**config.mk**
```make
export PLATFORM = sky130hd
export DESIGN_NAME = sd_cmd_ctrl
export DESIGN_NICKNAME = d
export VERILOG_FILES = /design/src/rtl/sd_cmd_ctrl.sv
export SDC_FILE = /design/constraint.sdc
export NUM_CORES = 1
export LEC_CHECK = 0
export ABC_AREA = 1
export CORE_ASPECT_RATIO = 0.8
export CORE_MARGIN = 1.5
export CORE_UTILIZATION = 53
export CTS_BUF_LIST = sky130_fd_sc_hd__clkbuf_8
export DETAILED_ROUTE_END_ITERATION = 8
export MAX_ROUTING_LAYER = met4
export PLACE_DENSITY = 0.88
export SYNTH_ARGS = -nofsm -noshare
export SYNTH_HDL_FRONTEND = slang
export SYNTH_SLANG_ARGS = --single-unit
```
**constraint.sdc**
```tcl
create_clock -name clk_i -period 10.98 [get_ports clk_i]
set_clock_uncertainty 0.1 [all_clocks]
set_input_delay 1.647 -clock clk_i [delete_from_list [all_inputs] [get_ports clk_i]]
set_output_delay 1.647 -clock clk_i [all_outputs]
set_load 0.01 [all_outputs]
```
**src/rtl/sd_cmd_ctrl.sv**
```systemverilog
// SD command-line engine: serialises a 48-bit command with CRC7 on CMD and captures the response.
// Optional build macro SD_CMD_IDX_CHECK_EN adds response index / transmission-bit checking for R1-type responses.
module sd_cmd_ctrl #(
    parameter int unsigned NCR_MAX = 64,
    parameter int unsigned NCC_MIN = 8
) (
    input  logic         clk_i,
    input  logic         rst_i,
    input  logic         sdclk_fall_i,
    input  logic         sdclk_rise_i,
    input  logic         cmd_valid_i,
    output logic         cmd_ready_o,
    input  logic [5:0]   cmd_index_i,
    input  logic [31:0]  cmd_arg_i,
    input  logic [1:0]   resp_type_i,
    output logic         cmd_o,
    output logic         cmd_oe_o,
    input  logic         cmd_i,
    output logic         done_o,
    output logic [127:0] resp_o,
    output logic         crc_err_o,
    output logic         timeout_o
);

    typedef enum logic [2:0] {
        ST_IDLE,
        ST_TX,
        ST_WAIT,
        ST_RX,
        ST_GAP
    } state_t;

    localparam logic [15:0] NCR_LAST = 16'(NCR_MAX - 1);
    localparam logic [15:0] NCC_LOAD = 16'(NCC_MIN);
    localparam logic [15:0] TX_BITS  = 16'd48;
    localparam logic [15:0] RX_LAST_SHORT = 16'd46;
    localparam logic [15:0] RX_LAST_LONG  = 16'd134;

    state_t         state_q, state_d;
    logic [15:0]    cnt_q, cnt_d;
    logic [47:0]    tx_sr_q, tx_sr_d;
    logic [126:0]   rx_sr_q, rx_sr_d;
    logic [1:0]     type_q, type_d;
    logic           cmd_q, cmd_d;
    logic           oe_q, oe_d;
    logic           done_q, done_d;
    logic [127:0]   resp_q, resp_d;
    logic           crc_err_q, crc_err_d;
    logic           timeout_q, timeout_d;
`ifdef SD_CMD_IDX_CHECK_EN
    logic [5:0]     idx_q, idx_d;
`endif

    logic           fall_s;
    logic           rise_s;
    logic [127:0]   rx_shift;
    logic [6:0]     rx_crc;
    logic [15:0]    rx_last;
    logic           rx_bad;

    // CRC7, polynomial x^7 + x^3 + 1, MSB-first over 40 bits, initial value zero.
    function automatic logic [6:0] crc7_40(input logic [39:0] d);
        logic [6:0]  c;
        logic [39:0] dd;
        logic        fb;
        c  = '0;
        dd = d;
        for (int unsigned i = 0; i < 40; i++) begin
            fb = dd[39] ^ c[6];
            c  = {c[5:0], 1'b0} ^ (fb ? 7'h09 : 7'h00);
            dd = {dd[38:0], 1'b0};
        end
        return c;
    endfunction

    // A coincident fall strobe is dropped so the rise is handled alone.
    assign fall_s = sdclk_fall_i & ~sdclk_rise_i;
    assign rise_s = sdclk_rise_i;

    assign rx_shift = {rx_sr_q, cmd_i};
    assign rx_crc   = crc7_40({1'b0, rx_shift[46:8]});
    assign rx_last  = (type_q == 2'b10) ? RX_LAST_LONG : RX_LAST_SHORT;

    always_comb begin
        rx_bad = (rx_crc != rx_shift[7:1]) || !rx_shift[0];
`ifdef SD_CMD_IDX_CHECK_EN
        rx_bad = rx_bad || (rx_shift[45:40] != idx_q) || rx_shift[46];
`endif
    end

    always_comb begin
        state_d   = state_q;
        cnt_d     = cnt_q;
        tx_sr_d   = tx_sr_q;
        rx_sr_d   = rx_sr_q;
        type_d    = type_q;
        cmd_d     = cmd_q;
        oe_d      = oe_q;
        done_d    = 1'b0;
        resp_d    = resp_q;
        crc_err_d = crc_err_q;
        timeout_d = timeout_q;
`ifdef SD_CMD_IDX_CHECK_EN
        idx_d     = idx_q;
`endif

        case (state_q)
            ST_IDLE: begin
                if (cmd_valid_i) begin
                    type_d    = resp_type_i;
                    tx_sr_d   = {2'b01, cmd_index_i, cmd_arg_i,
                                 crc7_40({2'b01, cmd_index_i, cmd_arg_i}), 1'b1};
                    rx_sr_d   = '0;
                    resp_d    = '0;
                    crc_err_d = 1'b0;
                    timeout_d = 1'b0;
                    cnt_d     = '0;
                    state_d   = ST_TX;
`ifdef SD_CMD_IDX_CHECK_EN
                    idx_d     = cmd_index_i;
`endif
                end
            end

            ST_TX: begin
                if (fall_s) begin
                    if (cnt_q < TX_BITS) begin
                        cmd_d   = tx_sr_q[47];
                        oe_d    = 1'b1;
                        tx_sr_d = {tx_sr_q[46:0], 1'b0};
                        cnt_d   = cnt_q + 16'd1;
                    end else begin
                        // End bit has now been held for a full SDCLK period.
                        cmd_d = 1'b1;
                        oe_d  = 1'b0;
                        if (type_q != 2'b00) begin
                            cnt_d   = '0;
                            state_d = ST_WAIT;
                        end else begin
                            done_d  = 1'b1;
                            cnt_d   = NCC_LOAD;
                            state_d = ST_GAP;
                        end
                    end
                end
            end

            ST_WAIT: begin
                if (rise_s) begin
                    if (!cmd_i) begin
                        cnt_d   = '0;
                        state_d = ST_RX;
                    end else if (cnt_q == NCR_LAST) begin
                        timeout_d = 1'b1;
                        done_d    = 1'b1;
                        cnt_d     = NCC_LOAD;
                        state_d   = ST_GAP;
                    end else begin
                        cnt_d = cnt_q + 16'd1;
                    end
                end
            end

            ST_RX: begin
                if (rise_s) begin
                    rx_sr_d = rx_shift[126:0];
                    if (cnt_q == rx_last) begin
                        done_d  = 1'b1;
                        cnt_d   = NCC_LOAD;
                        state_d = ST_GAP;
                        if (type_q == 2'b10) begin
                            resp_d = rx_shift;
                        end else begin
                            resp_d = {90'b0, rx_shift[45:8]};
                        end
                        if (type_q == 2'b01) begin
                            crc_err_d = rx_bad;
                        end
                    end else begin
                        cnt_d = cnt_q + 16'd1;
                    end
                end
            end

            ST_GAP: begin
                if (fall_s) begin
                    if (cnt_q <= 16'd1) begin
                        state_d = ST_IDLE;
                    end else begin
                        cnt_d = cnt_q - 16'd1;
                    end
                end
            end

            default: begin
                cnt_d   = NCC_LOAD;
                state_d = ST_GAP;
            end
        endcase
    end

    always_ff @(posedge clk_i or posedge rst_i) begin
        if (rst_i) begin
            state_q   <= ST_GAP;
            cnt_q     <= NCC_LOAD;
            tx_sr_q   <= '0;
            rx_sr_q   <= '0;
            type_q    <= '0;
            cmd_q     <= 1'b1;
            oe_q      <= 1'b0;
            done_q    <= 1'b0;
            resp_q    <= '0;
            crc_err_q <= 1'b0;
            timeout_q <= 1'b0;
`ifdef SD_CMD_IDX_CHECK_EN
            idx_q     <= '0;
`endif
        end else begin
            state_q   <= state_d;
            cnt_q     <= cnt_d;
            tx_sr_q   <= tx_sr_d;
            rx_sr_q   <= rx_sr_d;
            type_q    <= type_d;
            cmd_q     <= cmd_d;
            oe_q      <= oe_d;
            done_q    <= done_d;
            resp_q    <= resp_d;
            crc_err_q <= crc_err_d;
            timeout_q <= timeout_d;
`ifdef SD_CMD_IDX_CHECK_EN
            idx_q     <= idx_d;
`endif
        end
    end

    assign cmd_ready_o = (state_q == ST_IDLE);
    assign cmd_o       = cmd_q;
    assign cmd_oe_o    = oe_q;
    assign done_o      = done_q;
    assign resp_o      = resp_q;
    assign crc_err_o   = crc_err_q;
    assign timeout_o   = timeout_q;

endmodule

```
==> results of run 1 <==
## area by class of cell
| cell class | instances | share of cell area [%] |
|---|---|---|
| tap | 420 | 2.654 |
| clock buffer | 62 | 4.310 |
| clock inverter | 28 | 0.6762 |
| timing repair buffer | 193 | 9.618 |
| inverter | 228 | 4.360 |
| multi-input combinational | 1473 | 36.75 |
| antenna | 2 | 0.02528 |
| sequential | 329 | 41.60 |
## flip-flops by register name, summed over array words and instances (netlist names)
signal	count
state_q	3
cnt_q	16
done_o	1
crc_err_o	1
type_q	2
resp_o	128
cmd_o	1
timeout_o	1
tx_sr_q	48
cmd_oe_o	1
rx_sr_q	127
## critical path, stage by stage, from the launching register on
cell and delay, ns:
dfrtp_1 0.46, nor2_1 0.24, nand3_1 0.11, nor4_1 0.71, nand2_1 0.15, a21oi_1 0.32
nand2_1 0.21, nand2_1 0.14, nand2_2 0.19, nor2_1 0.29, inv_2 0.41, nand2_2 0.15
buf_4 0.66, o22ai_1 0.17
## cells by family (layout without fill, tap and decap cells)
group | count (synthesis) | in the layout | share of synthesized area, %
XOR/XNOR | 52 | 52 | 3.333
buffers and inverters | 348 | 511 | 7.974
flip-flops | 329 | 329 | 48.97
other | 0 | 2 | 0
multiplexers | 1 | 1 | 0.06694
AND/OR/NAND/NOR | 1003 | 1003 | 25.02
AO/OA/AOI/OAI | 413 | 413 | 14.33
adder cells (fa/ha/maj) | 4 | 4 | 0.2976
## per-stage QoR
step                      power (W)  cell area [µm²]  hold slack (ns)  util, %
after floorplan            0.004408            16820           0.3437        -
after global placement     0.004939            18810           0.3639    59.99
after detailed placement   0.005116            18810           0.3724    59.99
after CTS                  0.006131            19790           0.3876    63.14
after global routing       0.006772            19800           0.4039    63.15
final                      0.006200            19800           0.3848    63.15
## synthesized netlist by cell type (2+ instances only)
cell,count
nor2_1,94
clkinv_1,2
or2_2,2
ha_1,4
nand2_2,9
a21oi_1,19
o22ai_1,88
o21ai_0,212
nor4_1,4
nand2_1,616
xnor2_2,3
a32oi_1,2
nand3b_1,5
xnor2_1,21
nor3_1,11
buf_4,2
o31ai_1,37
dfstp_2,3
buf_1,11
dfrtp_1,326
inv_2,10
nand4_1,3
xor2_1,20
or2_1,3
inv_1,216
o21ai_1,5
o211ai_1,39
clkbuf_1,97
xor2_2,6
nand3_1,246
nor2_2,5
buf_2,8
nand2_4,3
## where the power goes
| group | total [W] | internal, W | switching, W |
|---|---|---|---|
| sequential | 0.00168 | 0.00146 | 0.000216 |
| combinational | 0.00353 | 0.00111 | 0.00242 |
| clock | 0.000993 | 0.000511 | 0.000482 |
## per-layer routing
layer | GRT usage, % | vias up | wire, µm
met4 | 7.576 | 0 | 898
met1 | 38.96 | 7287 | 19360
li1 | - | 7348 | -
met3 | 4.642 | 88 | 3926
met5 | - | - | 0
met2 | 40.10 | 743 | 19440
## worst paths after layout
path | startpoint | endpoint | slack, ns | cells past startpoint
max | cnt_q[8]$_DFFE_PP0P_ | rx_sr_q[52]$_DFFE_PP0P_ | 6.45 | 13
min | resp_o[63]$_DFFE_PP0P_ | resp_o[63]$_DFFE_PP0P_ | 0.38 | 2
max reg2reg | cnt_q[8]$_DFFE_PP0P_ | rx_sr_q[52]$_DFFE_PP0P_ | 6.45 | 13
min reg2reg | resp_o[63]$_DFFE_PP0P_ | resp_o[63]$_DFFE_PP0P_ | 0.38 | 2
max in group asynchronous | rst_i | rx_sr_q[74]$_DFFE_PP0P_ | 7.70 | 3
min in group asynchronous | rst_i | tx_sr_q[17]$_DFFE_PP0P_ | 1.50 | 2
==> flow_summary.toml, run 1 <==
[die]
die-area_um2 = 32820
core_area_um2 = 31350
dieWidth_um = 202.2
start_util_pct = 53.65
io_pins = 180
row_count = 58
die-height_um = 162.3

[setup_path]
crit_type = "register to register"
critPathRequiredTime_ns = 11.30
cp.arrival_ns = 4.85
cp_max_fo = 78
startpoint_type = "register"
end_kind = "register"

[routing]
wl_um = 43610
drc = 0
detail_route.wl_per_cell_um = 15.95
ant_nets = 0
drt_first_iter_violations = 1568
dr.pass1.iters = 6
vias = 15470
vias_per_cell = 5.655

[sta]
hold_violations = 0
rsz0062_at_grt = "false"
fmax_mhz = 221.0
report.final.slew_viol_count = 0
tns_ns = 0
setup_viol = 0
period_minus_slack_ns = 4.525
worst_slack_ns = 6.455
layout_worst_path_cycle_share_pct = 41.21
worst_pin_slew_ns = 1.143
maxSlewHeadroom_pct = 23.82

[global_routing]
grt_pass1_wl_um = 71420
antenna_found_initial = 2
gr-usage-all-layers_pct = 27.20
overflow = 0
grt_start_max_net_pins = 257
grt_pass1_vias = 14380

[place]
port_buffers = 179
placed_cells = 2643
dp_hpwl_um = 29460
gp_congestion = 0.9598
preCtsSetupSlack_ns = 6.131

[synthesis]
synth.distinct_cells = 51
synthTopCellsByArea = "dfrtp_1 (49%), nand2_1 (14%), nand3_1 (7.3%)"
ys.flop_type = "dfrtp_1"
synthCells = 2150
synth-seq-area-share_pct = 48.97
syn-num-nets = 2200
synth_top_area_share_pct = 48.50
syn_area_per_cell_um2 = 7.823
synthArstFlopShare_pct = 100.0
syn_area_um2 = 16820
ys_ff_latch = 329
ys_warn_count = 0
synth_edf_count = 0
yosysTopAreaCell = "dfrtp_1"

[cells_and_area]
layout_common_cells = "nand2_1 (614), dfrtp_1 (326), nand3_1 (246)"
fin_cells = 2735
nFillCells = 2626
ff_latch_area_um2 = 8237
multi_input_area_um2 = 7277
nets = 2327
drive_above_1_share_pct = 6.096
layout_commonest_cell = "nand2_1"
syn2layout_area_growth_pct = 17.71

[cts]
cts_tree = "built"
clkSinkCount = 329
clk_pin_slew_worst_paths_ns = 0.07
ctsRootBufferMaster = "clkbuf_8"
post_cts_resized = 0
postCtsSetupBuffers = 0
htreeDepth = 2
clk_path_buf_depth = 3
clock_latency_ns = 0.61
hold_buffers = 0
cts_buffers = 52

[job]
drv_cap = 0

[outcome]
outcome = "finished clean"

[power_and_ir_drop]
ir_drop_mv = 0.2869
p_leak_nw = 9.553
power_density_nw_per_um2 = 313.2

[worst_hold_path]
hp-class = "register to register"
Note: power is estimated with default switching activity, not from simulation.
==> run 2: changes to the inputs <==
clock period = 4.1 ns   (was 10.98 ns; I/O delays follow)
==> run 2 against run 1 <==
  * Routed wire length down 2.4%
  * Clock power rose to 2.8 times the previous value
  * Combinational power rose to 2.7 times the previous value
  * Flip-flop and latch count unchanged
  * Die area unchanged
  * Utilization up 0.62 points
  * Critical endpoint is now state_q[1]$_DFFE_PP0P_
==> flow_summary.toml, run 2 (synthesis results as in run 1) <==
[routing]
drc = 0
vias = 15310
drt_first_iter_violations = 1360
vias_per_cell = 5.565
detail_route.wl_per_cell_um = 15.47
ant_nets = 0
wl_um = 42550
dr.pass1.iters = 6

[setup_path]
worstPathCellList = "nor2_1 -> nand3_1 -> nor4_1 -> nand2_1 -> a21oi_1 -> nand2_1 -> nand3_1 -> clkinv_1 -> nand3_1 -> mux2_2"
cp_slowest_stage_delay_ns = 0.53
startpoint_type = "register"
cp_max_fo = 10
ff2ff_path_depth = 10
end_kind = "register"
slowest_stage = "nor4_1"
cpMostUsedCell = "nand3_1"
critPathRequiredTime_ns = 4.47
rrSetupSlack_ns = 0.46
crit_type = "register to register"
cp.arrival_ns = 4.01

[sta]
setup_viol = 0
rsz0062_at_grt = "false"
hold_slack_ns = 0.3475
hold_violations = 0
maxSlewHeadroom_pct = 39.84
fmax_mhz = 275.0
worst_pin_slew_ns = 0.9024
layout_worst_path_cycle_share_pct = 88.70
report.final.slew_viol_count = 0
period_minus_slack_ns = 3.637
tns_ns = 0

[cts]
postCtsSetupBuffers = 0
hold_buffers = 0
clock_latency_ns = 0.61
clkSinkCount = 329
cts_tree = "built"
ctsRootBufferMaster = "clkbuf_8"
cts_buffers = 53
post_cts_resized = 0
clk_path_buf_depth = 3
clk_pin_slew_worst_paths_ns = 0.07
htreeDepth = 2

[power_and_ir_drop]
p_leak_nw = 9.645
ir_drop_mv = 0.6753
power_density_nw_per_um2 = 835.1

[global_routing]
grt_start_max_net_pins = 140
gr-usage-all-layers_pct = 27.12
overflow = 0
grt_pass1_vias = 14380
grt_pass1_wl_um = 71110
antenna_found_initial = 2

[die]
die-height_um = 162.3
row_count = 58
core_area_um2 = 31350
io_pins = 180
die-area_um2 = 32820
start_util_pct = 53.65
dieWidth_um = 202.2

[cells_and_area]
largest_register_ffs = 128
postLayoutCoreUtil_pct = 63.78
layout_commonest_cell = "nand2_1"
fin_cells = 2750
syn2layout_area_growth_pct = 18.87
layout_common_cells = "nand2_1 (614), dfrtp_1 (326), nand3_1 (246)"
nets = 2336
drive_above_1_share_pct = 6.701

[place]
dp_hpwl_um = 29090
port_buffers = 179
placed_cells = 2651
gp_congestion = 0.9523

[job]
drv_cap = 0

[outcome]
outcome = "finished clean"

[worst_hold_path]
hp-class = "input pin to asynchronous set/reset pin"
[run 2: changes by cell type in the layout (fill, tap and decap cells not counted)]
cell and delta:
buf_12 +6, clkbuf_8 +3, clkinv_2 +3, buf_4 +2, clkinvlp_4 +2, inv_8 -1
[run 2: path summary, 6_finish.rpt]
| kind | end | startpoint |
|---|---|---|
| max | state_q[1]$_DFFE_PP0P_ | cnt_q[8]$_DFFE_PP0P_ |
| min | tx_sr_q[37]$_DFFE_PP0P_ | rst_i |
| max reg2reg | state_q[1]$_DFFE_PP0P_ | cnt_q[8]$_DFFE_PP0P_ |
| min reg2reg | tx_sr_q[2]$_DFFE_PP0P_ | tx_sr_q[2]$_DFFE_PP0P_ |
| max in group asynchronous | resp_o[22]$_DFFE_PP0P_ | rst_i |
| min in group clk_i | rx_sr_q[77]$_DFFE_PP0P_ | sdclk_rise_i |
[run 2: final cells by class]
class	count	area (µm²)
Tap cell	420	525.5
Inverter	228	859.6
Timing Repair Buffer	201	2039
Multi-Input combinational cell	1473	7277
Clock inverter	32	156.4
Fill cell	2648	11360
Antenna cell	2	5.005
Clock buffer	65	894.6
Sequential cell	329	8237
[run 2: critical path, delay by kind of cell, from the launching register on]
| family | cells | cell delay (ns) |
|---|---|---|
| AO/OA/AOI/OAI | 1 | 0.28 |
| AND/OR/NAND/NOR | 7 | 1.88 |
| multiplexers | 1 | 0.36 |
| buffers and inverters | 1 | 0.44 |
| flip-flops | 1 | 0.44 |
[run 2: report_power, final]
| part | total, W | switching [W] | internal (W) | leakage (nW) |
|---|---|---|---|---|
| Clock | 0.00277 | 0.00133 | 0.00144 | 0.610 |
| Sequential | 0.00448 | 0.000571 | 0.00391 | 4.11 |
| Combinational | 0.00945 | 0.00645 | 0.00300 | 4.92 |
[run 2: metal layers]
metal	global-route usage, %	up-vias	wire, µm
met2	41.32	597	19280
met3	4.222	82	3090
met1	37.80	7254	19230
met4	8.013	0	951
met5	-	-	0
li1	-	7372	-
[run 2: metrics by stage]
step	area [µm²]	power (W)	setup WS [ns]
after floorplan	16820	0.01181	-1.005
after global placement	18940	0.01341	0.4846
after detailed placement	18940	0.01373	0.3830
after CTS	19990	0.01661	0.6211
after global routing	19990	0.01838	0.3044
final	19990	0.01670	0.4631
